$ cat config.mk
export PLATFORM = sky130hd
export DESIGN_NAME = ras_ctrl
export DESIGN_NICKNAME = d
export VERILOG_FILES = /design/src/rtl/ras_ctrl_pkg.sv /design/src/rtl/ras_link_decode.sv /design/src/rtl/ras_ctrl.sv
export SDC_FILE = /design/constraint.sdc
export NUM_CORES = 1
export LEC_CHECK = 0
export CAP_MARGIN = 20
export CORE_ASPECT_RATIO = 0.8
export CORE_MARGIN = 2
export CORE_UTILIZATION = 40
export CTS_CLUSTER_SIZE = 16
export DETAILED_ROUTE_END_ITERATION = 16
export PLACE_DENSITY_LB_ADDON = 0.25
export SETUP_SLACK_MARGIN = 0.05
export SLEW_MARGIN = 40
export SYNTH_ARGS = -nofsm -noshare
export SYNTH_HDL_FRONTEND = slang
export SYNTH_HIERARCHICAL = 1
export SYNTH_SLANG_ARGS = --single-unit
export TNS_END_PERCENT = 5
$ cat constraint.sdc
create_clock -name clk -period 2.65 [get_ports clk]
set_clock_uncertainty 0.15 [all_clocks]
set_input_delay 0.6625 -clock clk [delete_from_list [all_inputs] [get_ports clk]]
set_output_delay 0.6625 -clock clk [all_outputs]
set_load 0.005 [all_outputs]
$ cat src/rtl/ras_ctrl_pkg.sv
// Shared opcodes, link-register helpers and RAS operation encoding for ras_ctrl.
package ras_ctrl_pkg;

  localparam logic [6:0] OPC_BRANCH = 7'b1100011;
  localparam logic [6:0] OPC_JAL    = 7'b1101111;
  localparam logic [6:0] OPC_JALR   = 7'b1100111;

  localparam logic [4:0] REG_RA = 5'd1;
  localparam logic [4:0] REG_T0 = 5'd5;

  typedef enum logic [1:0] {
    RAS_NONE     = 2'd0,
    RAS_PUSH     = 2'd1,
    RAS_POP      = 2'd2,
    RAS_POP_PUSH = 2'd3
  } ras_op_t;

  function automatic logic is_link(input logic [4:0] r);
    return (r == REG_RA) || (r == REG_T0);
  endfunction

endpackage

$ cat src/rtl/ras_link_decode.sv
// Combinational call/return classifier for one instruction word.
// RAS_COROUTINE_EN selects pop+push for the rd != rs1 both-link JALR case.
module ras_link_decode
  import ras_ctrl_pkg::*;
(
  input  logic [31:0] instr,
  output ras_op_t     op,
  output logic        is_cf
);

  logic [6:0] opcode;
  logic [4:0] rd;
  logic [4:0] rs1;
  logic [2:0] funct3;
  logic       rd_link;
  logic       rs1_link;
  logic       unused_bits;

  assign opcode   = instr[6:0];
  assign rd       = instr[11:7];
  assign funct3   = instr[14:12];
  assign rs1      = instr[19:15];
  assign rd_link  = is_link(rd);
  assign rs1_link = is_link(rs1);
  assign unused_bits = ^instr[31:20];

  always_comb begin
    op    = RAS_NONE;
    is_cf = 1'b0;
    unique case (opcode)
      OPC_BRANCH: is_cf = 1'b1;
      OPC_JAL: begin
        is_cf = 1'b1;
        if (rd_link) op = RAS_PUSH;
      end
      OPC_JALR: begin
        if (funct3 == 3'b000) begin
          is_cf = 1'b1;
          if (!rd_link && rs1_link) begin
            op = RAS_POP;
          end else if (rd_link && !rs1_link) begin
            op = RAS_PUSH;
          end else if (rd_link && rs1_link) begin
            if (rd == rs1) begin
              op = RAS_PUSH;
            end else begin
`ifdef RAS_COROUTINE_EN
              op = RAS_POP_PUSH;
`else
              op = RAS_PUSH;
`endif
            end
          end
        end
      end
      default: ;
    endcase
  end

endmodule

$ cat src/rtl/ras_ctrl.sv
// RAS control: registered push/pop/checkpoint strobes plus checkpoint occupancy tracking.
// Coroutine swap handling is selected in ras_link_decode by RAS_COROUTINE_EN.
module ras_ctrl
  import ras_ctrl_pkg::*;
#(
  parameter int MAX_IDS = 8
) (
  input  logic        clk,
  input  logic        rst_n,
  input  logic        fetch_valid,
  input  logic [31:0] fetch_pc,
  input  logic [31:0] fetch_instr,
  input  logic        fetch_flush,
  input  logic        early_flush,
  input  logic        branch_retired_in,
  output logic        ras_push,
  output logic        ras_pop,
  output logic [31:0] ras_new_addr,
  output logic        ras_branch_fetched,
  output logic        ras_branch_retired,
  output logic        ckpt_full,
  output logic        ckpt_overflow
);

  localparam int CW = $clog2(MAX_IDS + 1);

  ras_op_t       op;
  logic          is_cf;
  logic          flush;
  logic          accept;
  logic          do_push;
  logic          do_pop;
  logic [CW-1:0] cnt;
  logic [CW:0]   occupancy;
  logic          push_q;
  logic          pop_q;
  logic          fetched_q;
  logic [31:0]   addr_q;
  logic          overflow_q;

  ras_link_decode u_decode (
    .instr (fetch_instr),
    .op    (op),
    .is_cf (is_cf)
  );

  assign flush   = fetch_flush | early_flush;
  assign accept  = fetch_valid & is_cf & ~ckpt_full & ~flush;
  assign do_push = accept & ((op == RAS_PUSH) | (op == RAS_POP_PUSH));
  assign do_pop  = accept & ((op == RAS_POP)  | (op == RAS_POP_PUSH));

  // The checkpoint still in the register stage counts toward occupancy.
  assign occupancy = {1'b0, cnt} + {{CW{1'b0}}, fetched_q};
  assign ckpt_full = occupancy >= (CW + 1)'(MAX_IDS);

  assign ras_push           = push_q;
  assign ras_pop            = pop_q;
  assign ras_new_addr       = addr_q;
  assign ras_branch_fetched = fetched_q;
  assign ras_branch_retired = branch_retired_in & (cnt != '0);
  assign ckpt_overflow      = overflow_q;

  always_ff @(posedge clk or negedge rst_n) begin
    if (!rst_n) begin
      push_q    <= 1'b0;
      pop_q     <= 1'b0;
      fetched_q <= 1'b0;
      addr_q    <= '0;
    end else begin
      push_q    <= do_push;
      pop_q     <= do_pop;
      fetched_q <= accept;
      addr_q    <= do_push ? (fetch_pc + 32'd4) : '0;
    end
  end

  always_ff @(posedge clk or negedge rst_n) begin
    if (!rst_n) begin
      cnt <= '0;
    end else if (flush) begin
      cnt <= '0;
    end else begin
      unique case ({ras_branch_fetched, ras_branch_retired})
        2'b10:   cnt <= cnt + CW'(1);
        2'b01:   cnt <= cnt - CW'(1);
        default: cnt <= cnt;
      endcase
    end
  end

  // A flushed instruction is discarded, so it cannot be an overflow.
  always_ff @(posedge clk or negedge rst_n) begin
    if (!rst_n) begin
      overflow_q <= 1'b0;
    end else if (fetch_valid & is_cf & ckpt_full & ~flush) begin
      overflow_q <= 1'b1;
    end
  end

endmodule

==> impl_metrics.yaml, run 1 <==
place:
  dpl.hpwl_um: 4153
  gp_congestion: 0.7767
  place_ws_ps: -185.1
  portBuffers: 93
die:
  dieArea_mm2: 0.005785
  initial_core_util: 0.4145
  rows: 23
  die_h_um: 68.43
  die_width_um: 84.54
  io-pin-count: 108
  coreArea_mm2: 0.005007
timing:
  post-route-period-util: 0.9489
  rsz0062_at_grt: "true"
  worst_pin_slew_ps: 407.3
  setup_viol: 0
  fin_ws_ps: 135.5
  period_needed_ps: 2515
  slew_headroom: 0.7246
  final_max_slew_viol_count: 0
  hold_violations: 0
  fmax_mhz: 397.7
yosys:
  yosysSeqAreaShare: 0.4822
  syn_avg_cell_area_um2: 9.884
  synth_cells: 210
  synth_warnings: 6
  synth_cell_type_count: 34
  syn-cell-area_mm2: 0.002076
  synth_nets: 284
  ys_ff_latch: 40
route:
  first_pass_iters: 4
  routedWlPerCell_um: 13.33
  dr_total_vias: 2065
  drt_iter0_markers: 52
  viasPerCell: 5.150
  routed_wl_um: 5346
  drc: 0
  postRouteAntennaNets: 0
pwr:
  internal_power_w: 0.0009324
  ir_drop_v: 0.0002187
  switchingPower_w: 0.0002684
  power.share.switching: 0.2235
  seq_power_share: 0.508
  p_leak_nw: 1.503
  combinationalPowerShare: 0.147
  cellPowerDensity_mw_per_mm2: 350.5
  clkPwrFrac: 0.345
setup_path:
  cp_num_buf_inv: 3
  worst_setup_path_end_kind: "primary output"
  startpoint_type: "flop"
  crit_arrival_ps: 1700
  cp_top_family: "buffers and inverters"
  required_ps: 1840
  crit_fanout: 5
  cpPeakStageDelay_ps: 450
  path_cells: "buf_4 > o41ai_4 > inv_1 > clkdlybuf4s50_1"
  criticalPathCategory: "reg2out"
  critPathSlowestCell: "clkdlybuf4s50_1"
flow_run:
  cap_violations: 0
clock_tree:
  clk_pin_slew_ps: 80
  numCtsBuffers: 5
  clock_tree.root_cell: "clkbuf_8"
  clkLatencyLatePin_ps: 280
  clkSinkCount: 40
  cts_tree: "done"
  cts_max_path_buffers: 2
  h-tree-depth: 2
  cts_hold_buf: 0
cells_and_area:
  final_core_util: 0.6842
  fin_nets: 412
  drive_above_1_share: 0.1534
  diodes: 0
  area_growth_pct: 65.04
global_routing:
  grt_antenna_before_repair: 0
  gr-total-overflow: 0
  busiest_layer: "met2"
  met3_usage: 0.05308
  gr-usage-met2: 0.3396
  met1_usage: 0.2267
  grt_pass1_vias: 1985
  grt_pass1_wl_um: 8700
  grtUsageTotal: 0.1910
  grt_max_degree: 31
worst_hold_path:
  hp-class: "in2async"
run_status:
  status: "completed"
[worst register-to-register path: cells and delay by family (launching register included)]
kind                       cells  cell delay [ps]
DFF                            1              410
AOI/OAI and AO/OA              2              500
buffers and inverters          1              160
adders and majority gates      1              200
xor gates and xnor gates       1              150
and+or+nand+nor                3              760
[through the flow]
| step | area (µm²) | instances | hold WS [ps] | setup TNS, ps | total power [W] |
|---|---|---|---|---|---|
| 3_3_place_gp | 3308 | 391 | 311.7 | -1425 | 0.0007957 |
| 2_1_floorplan | 2076 | 210 | 216.9 | 0 | 0.0006575 |
| 6_report | 3426 | 401 | 132.1 | 0 | 0.001201 |
| 5_1_grt | 3426 | 401 | 151.0 | 0 | 0.001253 |
| 3_5_place_dp | 3308 | 391 | 328.5 | -2447 | 0.0007991 |
| 4_1_cts | 3415 | 401 | 137.7 | 0 | 0.001210 |
[timing repair]
item	4_1_cts	5_1_grt
pin swaps	0	1
resized for setup	4	1
setup buffers	2	0
cloned	0	0
endpoints found under the setup margin	2	13
[power groups by stage]
| stage | combinational [W] | clock, W | sequential, W |
|---|---|---|---|
| 2_1_floorplan | 0.0000352 | 0 | 0.000622 |
| 3_3_place_gp | 0.000174 | 0 | 0.000622 |
| 3_5_place_dp | 0.000177 | 0 | 0.000622 |
| 4_1_cts | 0.000177 | 0.000423 | 0.000610 |
| 5_1_grt | 0.000194 | 0.000449 | 0.000610 |
| 6_report | 0.000177 | 0.000414 | 0.000610 |
[placed cells by master (no fill, tap or decap), drive strengths merged, types with 7 or more instances in the layout]
master,Yosys,layout
nor2,14,14
nand2,10,10
or4,13,13
o21ai,8,8
or3,7,7
nand3,13,13
xor2,13,13
nand4,10,10
buf,2,37
o31ai,10,10
dfrtp,40,40
clkbuf,6,8
clkdlybuf4s50,0,90
inv,7,7
a21oi,18,18
[routing by layer]
metal	part of all wire	routed length, µm
met1	0.44	2346
met2	0.50	2650
met3	0.052	278
met4	0.013	70
met5	0	0
[cell type report]
cell class / instances / area [µm²]
Tap cell: 62 / 77.57
Fill cell: 414 / 1582
Timing Repair Buffer: 129 / 1206
Sequential cell: 40 / 1002
Multi-Input combinational cell: 155 / 1023
Clock buffer: 8 / 90.09
Inverter: 7 / 26.28
[cell usage after synthesis]
cell      count  area [µm²]
a21oi_1      18       90.09
and2_1        4       25.02
and3_1        5       31.28
and4_1        4       35.03
and4_2        1       10.01
buf_2         1       5.000
buf_6         1       11.26
clkbuf_1      6       22.52
dfrtp_1      40        1001
ha_1          4       50.05
inv_1         7       26.28
mux2i_1       3       30.03
nand2_1      10       37.54
nand2b_1      1       6.260
nand3_1      13       65.06
nand4_1      10       62.56
nor2_1       14       52.55
nor2b_1       3       18.77
nor3_1        4       20.02
nor3b_1       1       7.510
nor4_2        1       12.51
nor4b_1       1       8.760
o21a_1        1       7.510
o21ai_0       8       40.04
o21bai_1      1       7.510
o31ai_1      10       75.07
o41ai_2       1       16.27
or3_1         4       25.02
or3_2         3       22.52
or4_1        12       90.09
or4_4         1       11.26
or4b_1        2       20.02
xnor2_1       2       17.52
xor2_1       13       113.9
[worst paths after layout]
check,depth (start not counted),endpoint,slack (ps),startpoint
min reg2reg,1,ckpt_overflow$_DFFE_PN0P_,340,ckpt_overflow$_DFFE_PN0P_
max in group asynchronous,2,ras_new_addr[28]$_DFF_PN0_,1700,rst_n
max,4,ras_branch_retired,140,cnt[0]$_DFFE_PN0P_
max reg2reg,8,cnt[2]$_DFFE_PN0P_,210,cnt[0]$_DFFE_PN0P_
min,1,ckpt_overflow$_DFFE_PN0P_,130,rst_n
min in group clk,1,ckpt_overflow$_DFFE_PN0P_,340,ckpt_overflow$_DFFE_PN0P_
[state kept, by name, indices dropped and copies added, names as in the netlist]
register and flops:
ras_new_addr 32, cnt 4, ckpt_overflow 1, ras_branch_fetched 1, ras_pop 1, ras_push 1
[logic make-up (layout without fill, tap and decap cells)]
| logic type | count (synthesis) | count (layout) | synth area share |
|---|---|---|---|
| adder cells (fa/ha/maj) | 4 | 4 | 0.02411 |
| buffers and inverters | 15 | 144 | 0.03134 |
| AO/OA/AOI/OAI | 39 | 39 | 0.1139 |
| XOR/XNOR | 15 | 15 | 0.06329 |
| multiplexers | 3 | 3 | 0.01447 |
| AND/OR/NAND/NOR | 94 | 94 | 0.2706 |
| flip-flops | 40 | 40 | 0.4822 |
Note: power is estimated with default switching activity, not from simulation.
==> run 2: changes to the inputs <==
CORE_MARGIN = unset   (was 2)
CORE_UTILIZATION = 39   (was 40)
SYNTH_HIERARCHICAL = unset   (was 1)
==> run 2 against run 1 <==
  * Total power rose by 1.6%
  * Sequential share of layout area fell by 0.47 points
  * Routed wire length up 8.0%
  * Setup slack worse by 38 ps
  * Maximum frequency is 1.5% lower
  * Critical path depth grew 3
  * Synthesized cell count increased by 3.8%
  * Flip-flop and latch count is the same
  * Non-clock buffer count rose by 6
  * Combinational power up 7%
  * First-iteration DRC count is 56% higher
  * Clock power is 1% higher
==> impl_metrics.yaml, run 2 <==
die:
  rows: 23
  io-pin-count: 108
  die_h_um: 67.02
  die_width_um: 83.27
  initial_core_util: 0.4092
  dieArea_mm2: 0.005580
  coreArea_mm2: 0.005036
yosys:
  netlist_top_cells_count: "dfrtp_1, nor2_1, a21oi_1"
  synth_cell_type_count: 35
  synthMuxAreaShare: 0.009715
  synthFlopType: "dfrtp_1"
  yosys.area.top_type: "dfrtp_1"
  synth_xor_area_frac: 0.05950
  synth_warnings: 0
  synth_cells: 218
  synth_nets: 292
  syn_avg_cell_area_um2: 9.453
  yosysMostFrequentCell: "dfrtp_1"
  async_flop_share: 1.000
  ys_ff_latch: 40
  yosys.area.top_type_share: 0.4857
  synth_compound_area_frac: 0.1251
  yosysSeqAreaShare: 0.4857
  yosys.area_share.simple: 0.2580
  syn-cell-area_mm2: 0.002061
  synth_edf_count: 0
  yosys.area_share.adder: 0.02429
  synth.top_cells.by_area: "dfrtp_1, a21oi_1, or4_1"
  synth_top_family_by_area: "simple AND/OR/NAND/NOR gates"
timing:
  fmax_mhz: 391.8
  worst_pin_slew_ps: 440.0
  period_needed_ps: 2552
  setup_viol: 0
  rsz0062_at_grt: "false"
  post-route-period-util: 0.9630
  hold_ws_ps: 65.92
  hold_violations: 0
  final_max_slew_viol_count: 0
  tns_ps: 0
  slew_headroom: 0.7026
worst_hold_path:
  hp-class: "in2async"
setup_path:
  critPathSlowestCell: "or4_4"
  required_ps: 2720
  reg2reg_slack_ps: 280
  crit_fanout: 6
  worst_setup_path_end_kind: "flop"
  cpPeakStageDelay_ps: 530
  cp_num_buf_inv: 2
  path_cells: "clkdlybuf4s50_1 > ha_2 > nand2_1 > buf_4 > or4_4 > or3_1 > a21oi_2"
  timing.critical_path.from: "fetch_pc[3]"
  cp_top_family: "simple AND/OR/NAND/NOR gates"
  criticalPathCategory: "in2reg"
  crit_arrival_ps: 2630
  regToRegStartpoint: "cnt[0]$_DFFE_PN0P_"
  startpoint_type: "input pin"
route:
  routed_wl_um: 5774
  viasPerCell: 5.159
  drc: 0
  dr_total_vias: 2141
  routedWlPerCell_um: 13.91
  drt_iter0_markers: 81
  postRouteAntennaNets: 0
  first_pass_iters: 4
global_routing:
  grt_antenna_before_repair: 0
  grt_pass1_vias: 1988
  gr-total-overflow: 0
  grtUsageTotal: 0.2121
  grt_max_degree: 34
  grt_pass1_wl_um: 9135
flow_run:
  cap_violations: 0
cells_and_area:
  area.sequential_mm2: 0.001003
  fillers: 391
  area_growth_pct: 69.16
  diodes: 0
  final_common_cell: "clkdlybuf4s50_1"
  drive_above_1_share: 0.1926
  final_cell_mix: "clkdlybuf4s50_1, buf_4, dfrtp_1, nor2_1, a21oi_1"
  final_core_util: 0.6922
  largest_register_ffs: 32
  fin_nets: 426
  stdcell_count: 415
  multi_input_area_mm2: 0.001030
run_status:
  status: "completed"
clock_tree:
  cts_hold_buf: 0
  clock_tree.root_cell: "clkbuf_8"
  cts_tree: "done"
  numCtsBuffers: 5
  cts_max_path_buffers: 2
  clkLatencyLatePin_ps: 290
  h-tree-depth: 2
  clk_pin_slew_ps: 80
  clkSinkCount: 40
pwr:
  cellPowerDensity_mw_per_mm2: 350.0
  ir_drop_v: 0.0002193
  p_leak_nw: 1.528
place:
  dpl.hpwl_um: 4337
  portBuffers: 93
  dp.cells: 405
  gp_congestion: 0.7449
run 2: stage by stage:
stage	power [W]	instance area (µm²)	setup slack, ps
3_3_place_gp	0.0008040	3332	-340.4
2_1_floorplan	0.0006617	2061	203.1
4_1_cts	0.001229	3448	1.478
5_1_grt	0.001281	3486	52.69
6_report	0.001220	3486	97.93
3_5_place_dp	0.0008095	3332	-344.9
run 2: worst paths after layout:
path                                                   end  cells after the start
worst max register to register          cnt[2]$_DFFE_PN0P_                      8
worst max-delay path            ras_new_addr[18]$_DFF_PN0_                      7
max in group asynchronous       ras_new_addr[25]$_DFF_PN0_                      2
worst min register to register   ckpt_overflow$_DFFE_PN0P_                      1
worst min-delay path             ras_new_addr[3]$_DFF_PN0_                      1
min in group clk                 ckpt_overflow$_DFFE_PN0P_                      1
run 2: logic make-up (layout without fill, tap and decap cells):
| kind of cell | after synthesis | count (layout) |
|---|---|---|
| xor+xnor | 14 | 14 |
| compound gates | 43 | 43 |
| flops | 40 | 40 |
| simple gates | 95 | 95 |
| mux | 2 | 2 |
| buf+inv | 20 | 155 |
| fa+ha+maj | 4 | 4 |
run 2: layout make-up:
type / instances / share of cell area
inverter: 12 / 0.01292
clock buffer: 6 / 0.02369
clock inverter: 2 / 0.002872
timing repair buffer: 135 / 0.3550
tap: 62 / 0.02225
sequential: 40 / 0.2879
multi-input combinational: 158 / 0.2954
run 2: metal layers:
layer,share of wire,global-route usage,wire (µm)
met1,0.45,0.2707,2577
met3,0.047,0.05081,273
met2,0.49,0.3535,2839
met4,0.014,0.07759,83
met5,0,0,0
run 2: power by group:
group          total, W  switching (W)  internal, W
Clock          0.000420       0.000212     0.000208
Combinational  0.000190      0.0000738     0.000116
Sequential     0.000610   0.0000000616     0.000610
run 2: repair_timing:
item	4_1_cts	5_1_grt
resized for setup	5	13
pin swaps	0	2
setup endpoints to repair	14	19
endpoints found under the hold margin	0	0
setup buffers	1	1
